**config.mk**
```make
export PLATFORM = sky130hd
export DESIGN_NAME = automata_report_collector
export DESIGN_NICKNAME = d
export VERILOG_FILES = /design/src/rtl/automata_report_pkg.sv /design/src/rtl/automata_report_fifo.sv /design/src/rtl/automata_report_collector.sv
export SDC_FILE = /design/constraint.sdc
export NUM_CORES = 1
export LEC_CHECK = 0
export BUFFER_PORTS_ARGS = -buffer_cell sky130_fd_sc_hd__clkbuf_2
export CAP_MARGIN = 20
export CORE_MARGIN = 1.5
export CORE_UTILIZATION = 62
export CTS_CLUSTER_SIZE = 14
export DETAILED_ROUTE_END_ITERATION = 7
export PLACE_DENSITY = 0.79
export REMOVE_ABC_BUFFERS = 1
export SYNTH_ARGS = -nofsm -noshare
export SYNTH_HDL_FRONTEND = slang
export SYNTH_SLANG_ARGS = --single-unit
```
**constraint.sdc**
```tcl
create_clock -name clk -period 8.4 [get_ports clk]
set_clock_uncertainty 0.05 [all_clocks]
set_input_delay 1.68 -clock clk [delete_from_list [all_inputs] [get_ports clk]]
set_output_delay 1.68 -clock clk [all_outputs]
set_load 0.01 [all_outputs]
```
**src/rtl/automata_report_pkg.sv**
```systemverilog
// -----------------------------------------------------------------------------
// automata_report_pkg
// Shared types and constants for the cluster-0 automata report collector.
//   - NUM_REPORTS / OFFSET_W : default report-vector and symbol-offset widths
//   - report_rec_t           : one captured record {offset, reports}
//   - collector_state_e      : stream-tracking FSM states
//   - report_slot_e          : per-automaton report slot order
//   - report_bit_index()     : (automaton, slot) -> report_vec bit position
// -----------------------------------------------------------------------------
package automata_report_pkg;

  localparam int unsigned NUM_AUTOMATA        = 7;
  localparam int unsigned SLOTS_PER_AUTOMATON = 4;
  localparam int          NUM_REPORTS         = 28;
  localparam int          OFFSET_W            = 32;

  typedef enum logic [1:0] {
    ST_IDLE,
    ST_ACTIVE,
    ST_DRAIN,
    ST_DONE
  } collector_state_e;

  // Slot order inside each automaton's group of four report wires.
  typedef enum logic [1:0] {
    SLOT_OUT_4,
    SLOT_OUT_6,
    SLOT_OUT_9,
    SLOT_OUT_11
  } report_slot_e;

  typedef struct packed {
    logic [OFFSET_W-1:0]    offset;
    logic [NUM_REPORTS-1:0] reports;
  } report_rec_t;

  function automatic int unsigned report_bit_index(input int unsigned  automaton,
                                                   input report_slot_e slot);
    return automaton * SLOTS_PER_AUTOMATON + {30'd0, slot};
  endfunction

endpackage

```
**src/rtl/automata_report_fifo.sv**
```systemverilog
// -----------------------------------------------------------------------------
// automata_report_fifo
// Synchronous first-word-fall-through FIFO. The head entry is visible on
// rdata_o whenever empty_o is low; pop_i consumes it at the next edge.
// A push into a full FIFO is taken only when a pop happens on the same edge.
// Ports:
//   clk_i, rst_i        : clock, asynchronous active-high reset
//   push_i, wdata_i     : write request and data
//   full_o              : no free entry
//   pop_i, rdata_o      : consume head entry, head entry data
//   empty_o             : no valid entry
//   count_o             : current occupancy (0..DEPTH)
// -----------------------------------------------------------------------------
module automata_report_fifo #(
  parameter int WIDTH = 60,
  parameter int DEPTH = 16   // power of two, >= 2
) (
  input  logic                     clk_i,
  input  logic                     rst_i,
  input  logic                     push_i,
  input  logic [WIDTH-1:0]         wdata_i,
  output logic                     full_o,
  input  logic                     pop_i,
  output logic [WIDTH-1:0]         rdata_o,
  output logic                     empty_o,
  output logic [$clog2(DEPTH):0]   count_o
);

  localparam int AW = $clog2(DEPTH);

  // Pointers carry one extra MSB so that equal low bits can mean either
  // empty (MSBs equal) or full (MSBs differ).
  logic [AW:0]      wr_ptr_q, rd_ptr_q;
  logic [WIDTH-1:0] mem_q [DEPTH];
  logic             do_push, do_pop;

  always_comb begin
    empty_o = (wr_ptr_q == rd_ptr_q);
    full_o  = (wr_ptr_q[AW] != rd_ptr_q[AW]) &&
              (wr_ptr_q[AW-1:0] == rd_ptr_q[AW-1:0]);
    count_o = wr_ptr_q - rd_ptr_q;
    do_pop  = pop_i & ~empty_o;
    do_push = push_i & (~full_o | do_pop);
    rdata_o = mem_q[rd_ptr_q[AW-1:0]];
  end

  always_ff @(posedge clk_i or posedge rst_i) begin
    if (rst_i) begin
      wr_ptr_q <= '0;
      rd_ptr_q <= '0;
    end else begin
      // NOTE: sequential state uses non-blocking assignments so every register
      // samples the pre-edge values, independent of statement order.
      if (do_push) wr_ptr_q <= wr_ptr_q + 1'b1;
      if (do_pop)  rd_ptr_q <= rd_ptr_q + 1'b1;
    end
  end

  // NOTE: the storage array has no reset; the pointers alone define which
  // entries are valid, and leaving it unreset lets it map onto plain RAM.
  always_ff @(posedge clk_i) begin
    if (do_push) mem_q[wr_ptr_q[AW-1:0]] <= wdata_i;
  end

endmodule

```
**src/rtl/automata_report_collector.sv**
```systemverilog
// -----------------------------------------------------------------------------
// automata_report_collector
// Records every symbol cycle on which the cluster-0 automata stage raises any
// report, buffers {symbol offset, report vector} records in a FWFT FIFO and
// drains them over a valid/ready stream. Tracks stream start/end and pulses
// done once the stream has ended and every record has drained.
// Ports:
//   clk, reset          : clock, asynchronous active-high reset
//   run                 : symbol valid, aligned with report_vec
//   stream_start        : pulse, new stream (clears offset/drop/overflow)
//   stream_end          : pulse, last symbol presented this cycle
//   report_vec          : report bits, index = automaton*4 + slot
//   out_valid/out_ready : record stream handshake
//   out_offset          : symbol offset of the head record
//   out_reports         : report bits of the head record
//   overflow            : sticky, a record was dropped this stream
//   drop_count          : number of dropped records, saturating
//   busy                : FSM not idle
//   done                : one-cycle pulse at end of stream with FIFO drained
// -----------------------------------------------------------------------------
module automata_report_collector
  import automata_report_pkg::*;
#(
  parameter int NUM_REPORTS = automata_report_pkg::NUM_REPORTS,
  parameter int OFFSET_W    = automata_report_pkg::OFFSET_W,
  parameter int DEPTH       = 16,   // power of two, >= 2
  parameter int DROP_W      = 16
) (
  input  logic                   clk,
  input  logic                   reset,
  input  logic                   run,
  input  logic                   stream_start,
  input  logic                   stream_end,
  input  logic [NUM_REPORTS-1:0] report_vec,
  output logic                   out_valid,
  input  logic                   out_ready,
  output logic [OFFSET_W-1:0]    out_offset,
  output logic [NUM_REPORTS-1:0] out_reports,
  output logic                   overflow,
  output logic [DROP_W-1:0]      drop_count,
  output logic                   busy,
  output logic                   done
);

  localparam int REC_W = OFFSET_W + NUM_REPORTS;
  localparam int CNT_W = $clog2(DEPTH) + 1;

  collector_state_e      state_q;
  logic                  busy_q, done_q;

  logic [OFFSET_W-1:0]   offset_q, offset_d;
  logic                  cap_valid_q, cap_valid_d;
  logic [REC_W-1:0]      cap_rec_q, cap_rec_d;
  logic                  overflow_q, overflow_d;
  logic [DROP_W-1:0]     drop_q, drop_d;

  logic                  symbols_live;
  logic [OFFSET_W-1:0]   rec_offset;
  logic                  fifo_push, fifo_pop, fifo_full, fifo_empty, drop_rec;
  logic [REC_W-1:0]      fifo_rdata;
  // Occupancy is kept for debug visibility; nothing in this block needs it.
  logic [CNT_W-1:0]      unused_fifo_count;

  // ---------------------------------------------------------------------------
  // Capture, offset and drop bookkeeping
  // ---------------------------------------------------------------------------
  always_comb begin
    // NOTE: every always_comb output gets a default first so that no path
    // leaves it unassigned, which would infer a latch.
    offset_d    = offset_q;
    overflow_d  = overflow_q;
    drop_d      = drop_q;

    // A stream_start cycle already belongs to the new stream, at offset 0.
    symbols_live = stream_start | (state_q == ST_ACTIVE);
    rec_offset   = stream_start ? '0 : offset_q;

    cap_valid_d = symbols_live & run & (|report_vec);
    cap_rec_d   = {rec_offset, report_vec};

    if (stream_start)              offset_d = {{(OFFSET_W-1){1'b0}}, run};
    else if (symbols_live && run)  offset_d = offset_q + 1'b1;

    // No bypass: an empty FIFO never pops, so a push into it is never returned
    // on the same edge.
    fifo_pop  = ~fifo_empty & out_ready;
    fifo_push = cap_valid_q & (~fifo_full | fifo_pop);
    drop_rec  = cap_valid_q & fifo_full & ~fifo_pop;

    // A new stream wins over a drop on the same edge: its counters start clean.
    if (stream_start) begin
      overflow_d = 1'b0;
      drop_d     = '0;
    end else if (drop_rec) begin
      overflow_d = 1'b1;
      if (!(&drop_q)) drop_d = drop_q + 1'b1;
    end
  end

  always_ff @(posedge clk or posedge reset) begin
    if (reset) begin
      offset_q    <= '0;
      cap_valid_q <= 1'b0;
      overflow_q  <= 1'b0;
      drop_q      <= '0;
    end else begin
      offset_q    <= offset_d;
      cap_valid_q <= cap_valid_d;
      overflow_q  <= overflow_d;
      drop_q      <= drop_d;
    end
  end

  // Record payload is qualified by cap_valid_q, so it needs no reset.
  always_ff @(posedge clk) begin
    cap_rec_q <= cap_rec_d;
  end

  // ---------------------------------------------------------------------------
  // Stream-tracking FSM with registered busy/done
  // ---------------------------------------------------------------------------
  always_ff @(posedge clk or posedge reset) begin
    if (reset) begin
      state_q <= ST_IDLE;
      busy_q  <= 1'b0;
      done_q  <= 1'b0;
    end else if (stream_start) begin
      state_q <= ST_ACTIVE;
      busy_q  <= 1'b1;
      done_q  <= 1'b0;
    end else begin
      unique case (state_q)
        ST_IDLE: begin
          busy_q <= 1'b0;
          done_q <= 1'b0;
        end
        ST_ACTIVE: begin
          if (stream_end) state_q <= ST_DRAIN;
          busy_q <= 1'b1;
          done_q <= 1'b0;
        end
        ST_DRAIN: begin
          // Wait for the capture register as well: a report on the
          // stream_end cycle is still on its way into the FIFO.
          if (!cap_valid_q && fifo_empty) begin
            state_q <= ST_DONE;
            done_q  <= 1'b1;
          end else begin
            done_q  <= 1'b0;
          end
          busy_q <= 1'b1;
        end
        ST_DONE: begin
          state_q <= ST_IDLE;
          busy_q  <= 1'b0;
          done_q  <= 1'b0;
        end
        default: begin
          state_q <= ST_IDLE;
          busy_q  <= 1'b0;
          done_q  <= 1'b0;
        end
      endcase
    end
  end

  // ---------------------------------------------------------------------------
  // Record FIFO
  // ---------------------------------------------------------------------------
  automata_report_fifo #(
    .WIDTH (REC_W),
    .DEPTH (DEPTH)
  ) u_fifo (
    .clk_i   (clk),
    .rst_i   (reset),
    .push_i  (fifo_push),
    .wdata_i (cap_rec_q),
    .full_o  (fifo_full),
    .pop_i   (fifo_pop),
    .rdata_o (fifo_rdata),
    .empty_o (fifo_empty),
    .count_o (unused_fifo_count)
  );

  // Payload is forced to zero while empty so stale RAM never reaches the port.
  always_comb begin
    out_valid   = ~fifo_empty;
    out_offset  = fifo_empty ? '0 : fifo_rdata[REC_W-1:NUM_REPORTS];
    out_reports = fifo_empty ? '0 : fifo_rdata[NUM_REPORTS-1:0];
    overflow    = overflow_q;
    drop_count  = drop_q;
    busy        = busy_q;
    done        = done_q;
  end

endmodule

```
---- Word-level counts from Yosys, hierarchy flattened ----
Memories as Yosys holds them, arrays and structs flattened.
Cells that the tools add are included.
word-level totals
  register bits ........................... 124
  bits in writable memories ............... 960
  input bits .............................. 34
  logic and storage cells ................. 74
  memories kept ........................... 1
operators by class
  add/subtract/negate cells ............... 4
  eq/ne operators ......................... 9
  multiplexer cells ....................... 20
  bitwise operators ....................... 14
  reductions and logical operators ........ 15
memory list
  name          words  bits a word  read ports  clocked after Yosys merged registers in  write ports  RTL line                    source
  u_fifo.mem_q  16     60           1           0                                        1            automata_report_fifo.sv:34  logic [WIDTH-1:0] mem_q [DEPTH];
operator list
  operator                                       number
  2-to-1 mux 32 bit                              3
  2-to-1 mux 16 bit                              3
  adder 32 x 1 -> 32 bit, second input constant  1
  2-to-1 mux 28 bit                              1
  OR reduction 28 bit                            1
  adder 16 x 1 -> 16 bit, second input constant  1
  AND reduction 16 bit                           1
  adder 5 x 1 -> 5 bit, second input constant    2
  AND 1 bit                                      8
  2-to-1 mux 1 bit                               7
  2-to-1 mux 2 bit                               3
  inequality test 3 bit, second input constant   2
  case mux 2 bit (3 select lines)                1
  == test 5 bit                                  1
  == test 2 bit, second input constant           2
  == test 4 bit                                  1
  case mux 1 bit (2 select lines)                2
  nonzero test 2 bit                             2
  nonzero test 4 bit                             1
  OR reduction 2 bit                             2
  logical AND 1 bit                              3
  inverter 1 bit                                 3
  bitwise OR 1 bit                               3
  AND reduction 3 bit                            1
  7 further kinds                                7

---- Longest topological paths before layout ----
  depth in word-level cells ............... 8
  mapped depth ............................ 9
  mapped depth without buffers ............ 7

---- Cells and area by module ----
Synthesis repeated with hierarchy kept, for this count alone.
unflattened totals
  cells, all modules ...................... 2138
  area total of the unflattened synthesis .. 42134.2 sq um
by module, submodules not included
  module                     times used  cells each  area each (sq um)  seq. area each (sq um)
  automata_report_fifo       1           1681        37511.0            29077.9
  automata_report_collector  1           457         4623.2             2552.4

---- Worst setup path after synthesis ----
Ideal clock, no wire load.
  kind .................................... input-to-reg
  from .................................... input out_ready
  to ...................................... memory u_fifo.mem_q[3][0] (enable)
  arrival ................................. 6.446 ns
  setup slack ............................. 1.353 ns
  cell stages on the path ................. 4
  buffers on the path ..................... 0
  cells stage by stage .................... nor2_1 -> a21oi_1 -> nand2_1 -> nor3_1
between the ends
  word-level cells in the longest chain between the ends .. 6
  elaborated cells between the ends (all ways) .. 8
ends and longest elaborated chain
  element                                        RTL line                                                     source
  start, declared                                automata_report_collector.sv:36                              input logic out_ready,
  AND 1 bit *                                    automata_report_collector.sv:86                              fifo_pop = ~fifo_empty & out_ready;
  bitwise OR 1 bit or AND 1 bit (tied branches)  automata_report_collector.sv:87, automata_report_fifo.sv:42
  AND 1 bit or bitwise OR 1 bit (tied branches)  automata_report_collector.sv:87, automata_report_fifo.sv:43
  AND 1 bit *                                    automata_report_fifo.sv:43                                   do_push = push_i & (~full_o | do_pop);
  2-to-1 mux 1 bit *                             automata_report_fifo.sv:62                                   if (do_push) mem_q[wr_ptr_q[AW-1:0]] <= wdata_i;
  2-to-1 mux 1 bit (implied by the code) *       automata_report_fifo.sv:62
  end, declared                                  automata_report_fifo.sv:34
Mark *: on every way between the ends. The rest lies on a longest branch, timed or not.

---- Worst setup path in the final report ----
  from .................................... register u_fifo.rd_ptr_q[0]
  to ...................................... output out_offset[8]
between the ends
  word-level cells in the longest chain between the ends .. 2
  elaborated cells between the ends (all ways) .. 3
ends and longest elaborated chain
  element                                                     RTL line                          source
  start, declared                                             automata_report_fifo.sv:33        logic [AW:0] wr_ptr_q, rd_ptr_q;
  start signal, assigned                                      automata_report_fifo.sv:55        if (do_pop) rd_ptr_q <= rd_ptr_q + 1'b1;
  memory read (16 x 60 bit) or == test 5 bit (tied branches)  --
  2-to-1 mux 32 bit *                                         automata_report_collector.sv:188  out_offset = fifo_empty ? '0 : fifo_rdata[REC_W-1:NUM_REPORTS];
  end, declared                                               automata_report_collector.sv:37   output logic [OFFSET_W-1:0] out_offset,
Marked as above.

==> out/results.ini <==
[yosys]
ys.warnings.count=0
synth_edf_count=960
synth_top_area_frac=0.701
synthTopCellsByArea=edfxtp_1 70%, mux4_2 16%, dfrtp_1 3.9%
ys_seq_area_frac=0.769
synth_flop_cell=edfxtp_1
yosysTopAreaCell=edfxtp_1
netlist_area_mm2=0.0411
synth.distinct_cells=43
synthArstFlopShare=0.0590
netlist_instances=1871
ys_ff_latch=1084
syn_avg_cell_area_um2=22.0

[pwr]
p_seq_frac=0.438
power.internal_mw=10.7
p_leak_nw=15.6
power_switching_mw=4.28
comb_power_share=0.258
power_frac_clock=0.304
ir_drop_mv=0.294
swShare=0.285
p_per_area_mw_per_mm2=325

[finish]
synthToLayoutAreaGrowth_pct=12.3
layoutNonFillerInstCount=2987
nets=2077
fillers=3650
drive_gt1_frac=0.299

[place]
hpwlAfterDp_um=43200
placed_cells=2792
pre_cts_slack_ns=3.46
io_buffers=113
gp_congestion=0.772

[routing]
remaining_drc_errors=0
drt_first_iter_violations=2307
wl_per_cell_um=31.2
vias=20051
drtAntennaViolNets=0
wirelength_um=93100
viasPerCell=6.71
drt_pass1_iterations=6

[clock_network]
ctsHoldBuffers=0
cts_made_buffers=103
clockBufferDepth=3
clkSinkCount=1084
cts-root-buf=clkbuf_16
clk_pin_slew_ns=0.07
post_cts_buffers=0
cts_max_level=3
clk_latency_ns=0.66
cts_tree=done
cts_resized=0

[setup_path]
required_ns=6.67
worstPathArrival_ns=3.92
cp_cell_sequence=xnor2_1 -> and4_1 -> nand2_2 -> buf_4 -> and2_1 -> clkbuf_2
critical_path_class=reg2out
crit_fanout=45
slowest_stage=dfrtp_4
slowest_delay_ns=0.91
critPathCaptureType=primary output
path_buf_inv=2
startpoint_type=flop
cp_top_family=simple AND/OR/NAND/NOR gates

[timing]
rsz0062_at_grt=false
holdWs_ns=0.450
slew_viol_final=0
max_slew.worst_pin.slew_ns=1.12
slew_headroom=0.254
post-route-min-period_ns=5.65
period_share=0.673
setup_viol_count_final=0
max_freq_ghz=0.177
timing.final.ws_setup_ns=2.75
report.final.hold_viol_count=0

[global_routing]
grt_max_degree=172
grt_pass1_wl_um=137000
grt_pass1_vias=20684
track_usage=0.283
gr-total-overflow=0
grt_antenna_before_repair=5

[floorplan]
die_area_mm2=0.0679
ios=114
dieHeight_um=261
core_mm2=0.0657
start_util=0.626
die_w_um=261
placementRows=94

[run_status]
status=finished clean

[run]
drv_cap=0

[min_path]
hp-class=reg2reg

## cells in the final DEF, fill, tap and decap left out, drive strengths merged, types with 2 or more instances in the layout
cell      instances
edfxtp          960
bufinv            7
and3              4
nand2b            3
and4              8
dfrtp            64
nand2            28
o21ai            18
nand4            11
o21a              2
xnor2            25
clkinv           43
a21oi            25
nor2b            29
nor4             11
clkbuf          248
dfxtp            60
a21o              2
clkinvlp          7
o31ai             5
or3              18
ha               10
buf              39
inv              18
mux2              4
nor3             13
and2             62
xor2              8
nor2             50
nand3            22
or4               8
mux4            300
diode             2
## power groups by stage
stage                     clock network (mW)  logic [mW]  registers [mW]
after global placement                     0        3.83            6.63
final                                   4.56        3.88            6.57
after detailed placement                   0        3.86            6.66
after floorplan                            0        2.90            6.98
after global routing                    4.79        4.11            6.60
after CTS                               4.59        3.92            6.57
## routing by layer
layer  GRT usage  wire length (um)  vias to the layer above
met1       0.389             34100                    10509
met4      0.0983              2960                        4
met5      0.0135               138                        -
met3      0.0521              8650                      188
li1            -                 -                     8074
met2       0.464             47300                     1276
## flip-flops by register name, indices dropped and copies added, names as in the netlist
register         cells
u_fifo.mem_q       960
state_q              2
cap_rec_q           60
overflow             1
u_fifo.wr_ptr_q      5
done                 1
offset_q            32
u_fifo.rd_ptr_q      5
drop_count          16
busy                 1
cap_valid_q          1
## cell type report
class	count	area [um2]	share of cell area
timing repair buffer	152	896	0.0194
clock buffer	135	2830	0.0612
multi-input combinational	675	9150	0.198
clock inverter	58	499	0.0108
inverter	17	65.1	0.00141
sequential	1084	31600	0.685
antenna	2	5.00	0.000108
tap	864	1080	0.0234
## path summary, 6_finish.rpt
kind / from / to / slack [ns] / cells after the start
min in group asynchronous: reset / drop_count[12]$_DFFE_PP0P_ / 1.21 / 3
hold reg to reg: u_fifo.wr_ptr_q[4]$_DFFE_PP0P_ / u_fifo.wr_ptr_q[4]$_DFFE_PP0P_ / 0.45 / 1
hold / removal: u_fifo.wr_ptr_q[4]$_DFFE_PP0P_ / u_fifo.wr_ptr_q[4]$_DFFE_PP0P_ / 0.45 / 1
max in group asynchronous: reset / u_fifo.rd_ptr_q[0]$_DFFE_PP0P_ / 6.44 / 3
setup / recovery: u_fifo.rd_ptr_q[0]$_DFFE_PP0P_ / out_offset[8] / 2.75 / 6
setup reg to reg: u_fifo.rd_ptr_q[0]$_DFFE_PP0P_ / u_fifo.mem_q[4][50]$_DFFE_PP_ / 3.87 / 7
## synth_stat cells (all sizes together), types with 17 or more instances
library cell / number
nor2: 50
xnor2: 25
mux4: 300
inv: 17
edfxtp: 960
o21ai: 18
or3: 18
dfxtp: 60
buf: 39
nand2: 28
nand3: 22
nor2b: 29
a21oi: 25
dfrtp: 64
and2: 62
clkbuf: 56
## cell families (layout without fill, tap and decap cells)
kind of cell | Yosys count | in the layout | synth area share
flip-flops | 1084 | 1084 | 0.769
XOR/XNOR | 33 | 33 | 0.00703
other | 0 | 2 | 0
AND/OR/NAND/NOR | 270 | 270 | 0.0363
adder cells (fa/ha/maj) | 10 | 10 | 0.00304
AO/OA/AOI/OAI | 57 | 57 | 0.00797
buffers and inverters | 112 | 362 | 0.0110
multiplexers | 305 | 305 | 0.166
## stage by stage
stage                     setup TNS, ns  utilization  power [mW]  area, um2
final                                 0        0.702        15.0      46200
after global routing                  0        0.702        15.5      46200
after CTS                             0        0.702        15.1      46200
after detailed placement              0        0.652        10.5      42800
after global placement                0        0.652        10.5      42800
after floorplan                -5164.80            -        9.88      40700
## worst register-to-register path, stage by stage, from the launching register on
cell and delay, ns:
dfrtp_4 0.91, xnor2_1 0.33, and4_1 0.31, a21oi_1 0.58, nand2_1 0.39, nor2_4 0.40
buf_4 0.51, buf_4 0.65
No activity file was read; power rests on OpenSTA's default activity.
